`config.mk`:
```
export PLATFORM = sky130hd
export DESIGN_NAME = axis_pattern_gen
export DESIGN_NICKNAME = d
export VERILOG_FILES = /design/src/rtl/axis_pattern_gen_pkg.sv /design/src/rtl/axis_pattern_gen.sv
export SDC_FILE = /design/constraint.sdc
export NUM_CORES = 1
export LEC_CHECK = 0
export CAP_MARGIN = 20
export CORE_AREA = 4 4 102 104
export DETAILED_ROUTE_END_ITERATION = 6
export DIE_AREA = 0 0 106 108
export GPL_TIMING_DRIVEN = 0
export MAX_ROUTING_LAYER = met4
export PLACE_DENSITY_LB_ADDON = 0.1
export REMOVE_ABC_BUFFERS = 1
export SYNTH_ARGS = -nofsm -noshare
export SYNTH_HDL_FRONTEND = slang
export SYNTH_SLANG_ARGS = --single-unit
```
`constraint.sdc`:
```
create_clock -name clk -period 3.2 [get_ports clk]
set_input_delay 0.64 -clock clk [delete_from_list [all_inputs] [get_ports clk]]
set_output_delay 0.64 -clock clk [all_outputs]
set_load 0.02 [all_outputs]
```
`src/rtl/axis_pattern_gen_pkg.sv`:
```
// Shared encodings for the AXI-Stream test pattern generator: FSM states and
// pattern-mode constants, used by both the RTL and its bench.
package axis_pattern_gen_pkg;

    typedef enum logic {
        ST_IDLE = 1'b0,
        ST_RUN  = 1'b1
    } state_t;

    typedef enum logic [1:0] {
        MODE_SOLID   = 2'd0,
        MODE_HRAMP   = 2'd1,
        MODE_VRAMP   = 2'd2,
        MODE_CHECKER = 2'd3
    } mode_t;

    // Checkerboard squares are 8x8 pixels: the colour flips on bit 3 of x/y.
    localparam int CHECKER_BIT = 3;

endpackage

```
`src/rtl/axis_pattern_gen.sv`:
```
// Raster test-pattern source with a registered AXI-Stream master output.
// Handshake: a beat moves on a rising edge with tvalid && tready; tvalid never depends on tready.
module axis_pattern_gen
    import axis_pattern_gen_pkg::*;
#(
    parameter int C_PIXEL_WIDTH = 8,
    parameter int C_RESO_WIDTH  = 10
) (
    input  logic                     clk,
    input  logic                     resetn,
    input  logic                     fsync,
    input  logic [C_RESO_WIDTH-1:0]  m_width,
    input  logic [C_RESO_WIDTH-1:0]  m_height,
    input  logic [1:0]               mode,
    input  logic [C_PIXEL_WIDTH-1:0] color,
    output logic                     busy,
    output logic                     m_axis_tvalid,
    output logic [C_PIXEL_WIDTH-1:0] m_axis_tdata,
    output logic                     m_axis_tuser,
    output logic                     m_axis_tlast,
    input  logic                     m_axis_tready
);

    localparam logic [C_RESO_WIDTH-1:0] RESO_ONE = C_RESO_WIDTH'(1);

    state_t                   state_q, state_d;
    logic [C_RESO_WIDTH-1:0]  x_q, x_d, y_q, y_d;
    logic [C_RESO_WIDTH-1:0]  w_q, w_d, h_q, h_d;
    mode_t                    mode_q, mode_d;
    logic [C_PIXEL_WIDTH-1:0] color_q, color_d;
    logic                     pending_q, pending_d;
    logic                     tvalid_q, tvalid_d;
    logic [C_PIXEL_WIDTH-1:0] tdata_q, tdata_d;
    logic                     tuser_q, tuser_d;
    logic                     tlast_q, tlast_d;

    logic                     start_ok;
    logic                     line_end;
    logic                     frame_end;
    logic [C_RESO_WIDTH-1:0]  x_adv, y_adv;

    function automatic logic [C_PIXEL_WIDTH-1:0] pixel_at(
        input mode_t                     m,
        input logic [C_PIXEL_WIDTH-1:0]  c,
        input logic [C_RESO_WIDTH-1:0]   px,
        input logic [C_RESO_WIDTH-1:0]   py
    );
        logic [C_PIXEL_WIDTH-1:0] p;
        p = '0;
        case (m)
            MODE_SOLID:   p = c;
            MODE_HRAMP:   p = C_PIXEL_WIDTH'(px);
            MODE_VRAMP:   p = C_PIXEL_WIDTH'(py);
            MODE_CHECKER: p = (px[CHECKER_BIT] ^ py[CHECKER_BIT]) ? c : '0;
            default:      p = '0;
        endcase
        return p;
    endfunction

    assign busy          = (state_q == ST_RUN);
    assign m_axis_tvalid = tvalid_q;
    assign m_axis_tdata  = tdata_q;
    assign m_axis_tuser  = tuser_q;
    assign m_axis_tlast  = tlast_q;

    // x_q/y_q name the pixel held in the output register (or about to be loaded).
    always_comb begin
        start_ok  = (m_width != '0) && (m_height != '0);
        line_end  = (x_q == w_q - RESO_ONE);
        frame_end = line_end && (y_q == h_q - RESO_ONE);
        x_adv     = line_end ? '0 : x_q + RESO_ONE;
        y_adv     = line_end ? y_q + RESO_ONE : y_q;
    end

    always_comb begin
        state_d   = state_q;
        x_d       = x_q;
        y_d       = y_q;
        w_d       = w_q;
        h_d       = h_q;
        mode_d    = mode_q;
        color_d   = color_q;
        pending_d = pending_q;
        tvalid_d  = tvalid_q;
        tdata_d   = tdata_q;
        tuser_d   = tuser_q;
        tlast_d   = tlast_q;

        case (state_q)
            ST_IDLE: begin
                if (fsync && start_ok) begin
                    state_d   = ST_RUN;
                    w_d       = m_width;
                    h_d       = m_height;
                    mode_d    = mode_t'(mode);
                    color_d   = color;
                    x_d       = '0;
                    y_d       = '0;
                    pending_d = 1'b0;
                end
            end

            ST_RUN: begin
                pending_d = pending_q | fsync;
                if (!tvalid_q) begin
                    tvalid_d = 1'b1;
                    tdata_d  = pixel_at(mode_q, color_q, x_q, y_q);
                    tuser_d  = (x_q == '0) && (y_q == '0);
                    tlast_d  = line_end;
                end else if (m_axis_tready) begin
                    if (!frame_end) begin
                        x_d     = x_adv;
                        y_d     = y_adv;
                        tdata_d = pixel_at(mode_q, color_q, x_adv, y_adv);
                        tuser_d = 1'b0;
                        tlast_d = (x_adv == w_q - RESO_ONE);
                    end else if (pending_q || fsync) begin
                        // Back-to-back frame: the last beat's fsync is consumed here too.
                        pending_d = 1'b0;
                        w_d       = m_width;
                        h_d       = m_height;
                        mode_d    = mode_t'(mode);
                        color_d   = color;
                        x_d       = '0;
                        y_d       = '0;
                        if (start_ok) begin
                            tdata_d = pixel_at(mode_t'(mode), color, '0, '0);
                            tuser_d = 1'b1;
                            tlast_d = (m_width == RESO_ONE);
                        end else begin
                            state_d  = ST_IDLE;
                            tvalid_d = 1'b0;
                            tdata_d  = '0;
                            tuser_d  = 1'b0;
                            tlast_d  = 1'b0;
                        end
                    end else begin
                        state_d  = ST_IDLE;
                        tvalid_d = 1'b0;
                        tdata_d  = '0;
                        tuser_d  = 1'b0;
                        tlast_d  = 1'b0;
                    end
                end
            end

            default: state_d = ST_IDLE;
        endcase
    end

    always_ff @(posedge clk or negedge resetn) begin
        if (!resetn) begin
            state_q <= ST_IDLE;
        end else begin
            state_q <= state_d;
        end
    end

    always_ff @(posedge clk or negedge resetn) begin
        if (!resetn) begin
            x_q       <= '0;
            y_q       <= '0;
            w_q       <= '0;
            h_q       <= '0;
            mode_q    <= MODE_SOLID;
            color_q   <= '0;
            pending_q <= 1'b0;
            tvalid_q  <= 1'b0;
            tdata_q   <= '0;
            tuser_q   <= 1'b0;
            tlast_q   <= 1'b0;
        end else begin
            x_q       <= x_d;
            y_q       <= y_d;
            w_q       <= w_d;
            h_q       <= h_d;
            mode_q    <= mode_d;
            color_q   <= color_d;
            pending_q <= pending_d;
            tvalid_q  <= tvalid_d;
            tdata_q   <= tdata_d;
            tuser_q   <= tuser_d;
            tlast_q   <= tlast_d;
        end
    end

endmodule
```
==> run summary <==
Clk pwr share - 22.4%
Met1 global-route usage - 35.1%
Power Density - 482 mW/mm^2
Initial DRC count - 360
DR WL/cell - 20.9 microns
Flop pwr share - 34.3%
Cell variety after synth - 75
Starting Density - 51.8%
Via Count - 4,850
Slowest stage cell, crit path - or3b_4
Asr flop ratio synth - 100%
Placed cells - 701
Via density - 6.25
Sequential-to-total area share from yosys stat - 31.9%
CTS tree - built
Layout area overhead - 33.2%
Worst-path maximum fanout - 5
Failing checks - setup timing
Final WL - 16,200 microns
Core Footprint - 0.00955 sq mm
EDFF count, synth - 0
Reg2reg setup slack - -0.09 ns
Die height - 108 microns
Yosys reg bits - 63
Critical path capture point type - register
Initial antenna violation count - 0
Global Route Usage Sum - 28.1%
Port-buffer cells - 45
FF-to-FF End - m_axis_tlast$_DFFE_PN0P_
TritonCTS Buffers - 9
Setup TNS - -2.20 ns
Worst rel slew slack - 28.9%
CP Launch Type - register
P_sw - 1.28 mW
Pins over their slew limit - 0
Crit-path max cell delay - 0.41 ns
ANT cells - 0
TritonRoute pass-1 iters - 5
# DRC - 0
Clock latency at the later pin of the worst-skew pair - 0.35 ns
Vias in the first global route - 4,648
Yosys warning count - 0
Net Sw Frac - 40.4%
Crit path cell chain - inv_2 > ha_4 > or3b_4 > buf_6 > nor3_4 > xnor2_4 > a211o_4 > buf_4 > o31ai_4 > a221oi_1 > a211oi_1 > o211ai_1 > o21ai_1
I/O Pins - 46
Maximum root-to-sink buffer count - 2
Area of the mapped netlist - 0.00494 sq mm
Final std cells w/o fill - 776
Final setup viols - 42
Worst Reg2Reg Path Length in Cells - 13
Gate power share - 43.3%
Largest net degree at the start of global routing - 64
Rows - 36
TritonCTS Sinks - 63
Worst Path Arrival - 3.55 ns
Die ar. - 0.0114 sq mm
H-tree Lvls - 3
Synth Instances - 562
Antenna Nets Post-Route - 0
WP data required - 3.46 ns
F_max - 0.304 GHz
GRT busiest layer - met2
Fin util - 69.0%
Layout cells sized above 1 - 27.1%
Met2 Use GR - 44.6%
VDD IR max - 0.288 mV
Fin Hold WS - 0.385 ns
# hold bufs at CTS - 0
Min-delay worst type - input pin to asynchronous set/reset pin
Nets - 678
Worst Path Buf+Inv - 3
Tightest Pin Transition - 1.07 ns
R2R Path Start - w_q[0]$_DFFE_PN0P_
Critical path class - register to register
GP Congestion - 0.954
Final Hold Fails - 0
Primary FF master, synth - dfrtp_1
Die X - 106 microns
Leak - 2.72 nW
Global-route wire length before repair - 24,400 microns
Global route total overflow - 0
Fill cells - 758
Tmin final - 3.29 ns
Syn Area/Cell - 8.80 sq um
Detailed placement HPWL - 10,000 microns
CP delay by family, top - compound AO/OA/AOI/OAI gates
Dpl ws - -1.30 ns
Unrepaired setup endpoints after global routing - true
Clock Root Buffer - clkbuf_8
Max cap viols - 0
Worst Slack Setup Final - -0.0872 ns
Clock-pin slew on the worst setup and hold paths - 0.08 ns
Met3 Use GR - 4.30%
Outcome - finished with violations
P_int - 1.89 mW
Fin crit share - 103%
Clock Skews - 0.0158 ns
==> synthesized netlist by cell type (2+ instances only) <==
library cell,instances,area share [%]
dfrtp_1,63,32
a21oi_1,44,4.5
nand2_1,41,3.1
nor2_1,41,3.1
o21ai_0,39,3.9
xnor2_1,32,5.7
clkbuf_1,31,2.4
mux2_4,29,8.8
nand3_1,24,2.4
inv_1,20,1.5
xor2_1,17,3.0
a31oi_1,12,1.5
mux2i_1,12,2.4
o31ai_1,11,1.7
nor4_1,10,1.3
o21ai_1,10,1.0
nor3_1,9,0.91
a22oi_1,7,1.1
and3_1,7,0.89
nor2b_1,7,0.89
ha_1,6,1.5
a211oi_1,5,0.76
buf_6,4,0.91
nand4_1,4,0.51
o22ai_1,4,0.51
and2_1,3,0.38
and4_1,3,0.53
buf_2,3,0.30
nor4b_1,3,0.53
o2111a_1,3,0.68
o211ai_1,3,0.46
a2111o_1,2,0.46
a21o_1,2,0.30
a21oi_2,2,0.35
a221oi_1,2,0.35
nand2b_1,2,0.25
nand4_2,2,0.51
nor3_2,2,0.40
o2111ai_1,2,0.35
o211a_1,2,0.40
o2bb2ai_1,2,0.35
or2_2,2,0.25
==> per-stage QoR <==
step                cell area [sq um]  total power, mW
global route                     6590             3.31
floorplan                        4760             1.67
global placement                 5370             1.97
detailed placement               5400             2.00
finish                           6590             3.18
CTS                              6120             2.93
==> layout by cell type, fill, tap and decap left out, types with 8 or more instances in the layout <==
cell type	Yosys	layout
mux2_4	29	29
a31oi_1	12	11
xnor2_1	32	31
nand3_1	24	24
buf_4	1	36
nor4_1	10	8
o21ai_1	10	16
xor2_1	17	17
a21oi_1	44	40
buf_6	4	12
dfrtp_1	63	61
clkdlybuf4s50_1	0	44
nor3_1	9	9
o21ai_0	39	20
mux2i_1	12	11
nor2_1	41	41
nand2_1	41	36
inv_1	20	18
clkbuf_8	0	9
o21ai_2	1	12
==> worst register-to-register path: cells and delay by family (launching register included) <==
family	cells	cell delay, ns
AOI/OAI and AO/OA	6	1.51
xor gates and xnor gates	1	0.13
adders and majority gates	1	0.14
buffers and inverters	3	0.39
DFF	1	0.40
and+or+nand+nor	2	0.65
==> power groups by stage <==
stage	Sequential, mW	Clock (mW)	Combinational [mW]
after floorplan	1.03	0	0.647
after global routing	1.10	0.752	1.46
after detailed placement	1.08	0	0.918
after CTS	1.07	0.714	1.15
final	1.09	0.713	1.37
after global placement	1.08	0	0.896
==> state kept, by name (all words and copies together) (netlist names) <==
register	cells
y_q	10
m_axis_tvalid	1
m_axis_tdata	8
h_q	10
busy	1
m_axis_tlast	1
x_q	10
pending_q	1
m_axis_tuser	1
w_q	10
mode_q	2
color_q	8
==> how the worst max path moves through the flow <==
stage	startpoint	end	cells past startpoint
final	w_q[0]$_DFFE_PN0P_	m_axis_tlast$_DFFE_PN0P_	13
after CTS	w_q[1]$_DFFE_PN0P_	m_axis_tdata[1]$_DFFE_PN0P_	12
after detailed placement	w_q[0]$_DFFE_PN0P_	y_q[9]$_DFFE_PN0P_	11
after floorplan	w_q[0]$_DFFE_PN0P_	color_q[0]$_DFFE_PN0P_	10
after global routing	w_q[0]$_DFFE_PN0P_	m_axis_tdata[1]$_DFFE_PN0P_	13
after global placement	w_q[0]$_DFFE_PN0P_	w_q[6]$_DFFE_PN0P_	10
==> logic make-up (layout without fill, tap and decap cells) <==
logic type,after synthesis,count (layout),share of synthesized area [%]
simple gates,175,176,19.2
mux,42,42,11.5
compound gates,167,167,21.9
flops,63,63,31.9
xor+xnor,49,49,8.68
fa+ha+maj,6,6,1.52
buf+inv,60,140,5.31
==> layer usage <==
layer	vias up	wire length (microns)
met3	75	986
met4	0	741
met5	-	0
met2	212	7940
met1	2352	6560
li1	2211	-
==> final cells by class <==
type	instances	area, sq um	area share (%)
repair buffers	104	1120	17.0
well taps	133	166	2.53
clock inverters	6	61.3	0.931
multi-input cells	440	3460	52.5
clock buffers	10	128	1.94
inverters	20	75.1	1.14
flip-flops and latches	63	1580	24.0
==> timing repair <==
| item | 4_1_cts | 5_1_grt |
|---|---|---|
| setup endpoints to repair | 63 | 59 |
| gates cloned | 3 | 4 |
| pin swaps | 18 | 37 |
| setup buffers | 37 | 15 |
| resized for setup | 38 | 70 |
Note: power is estimated with default switching activity, not from simulation.
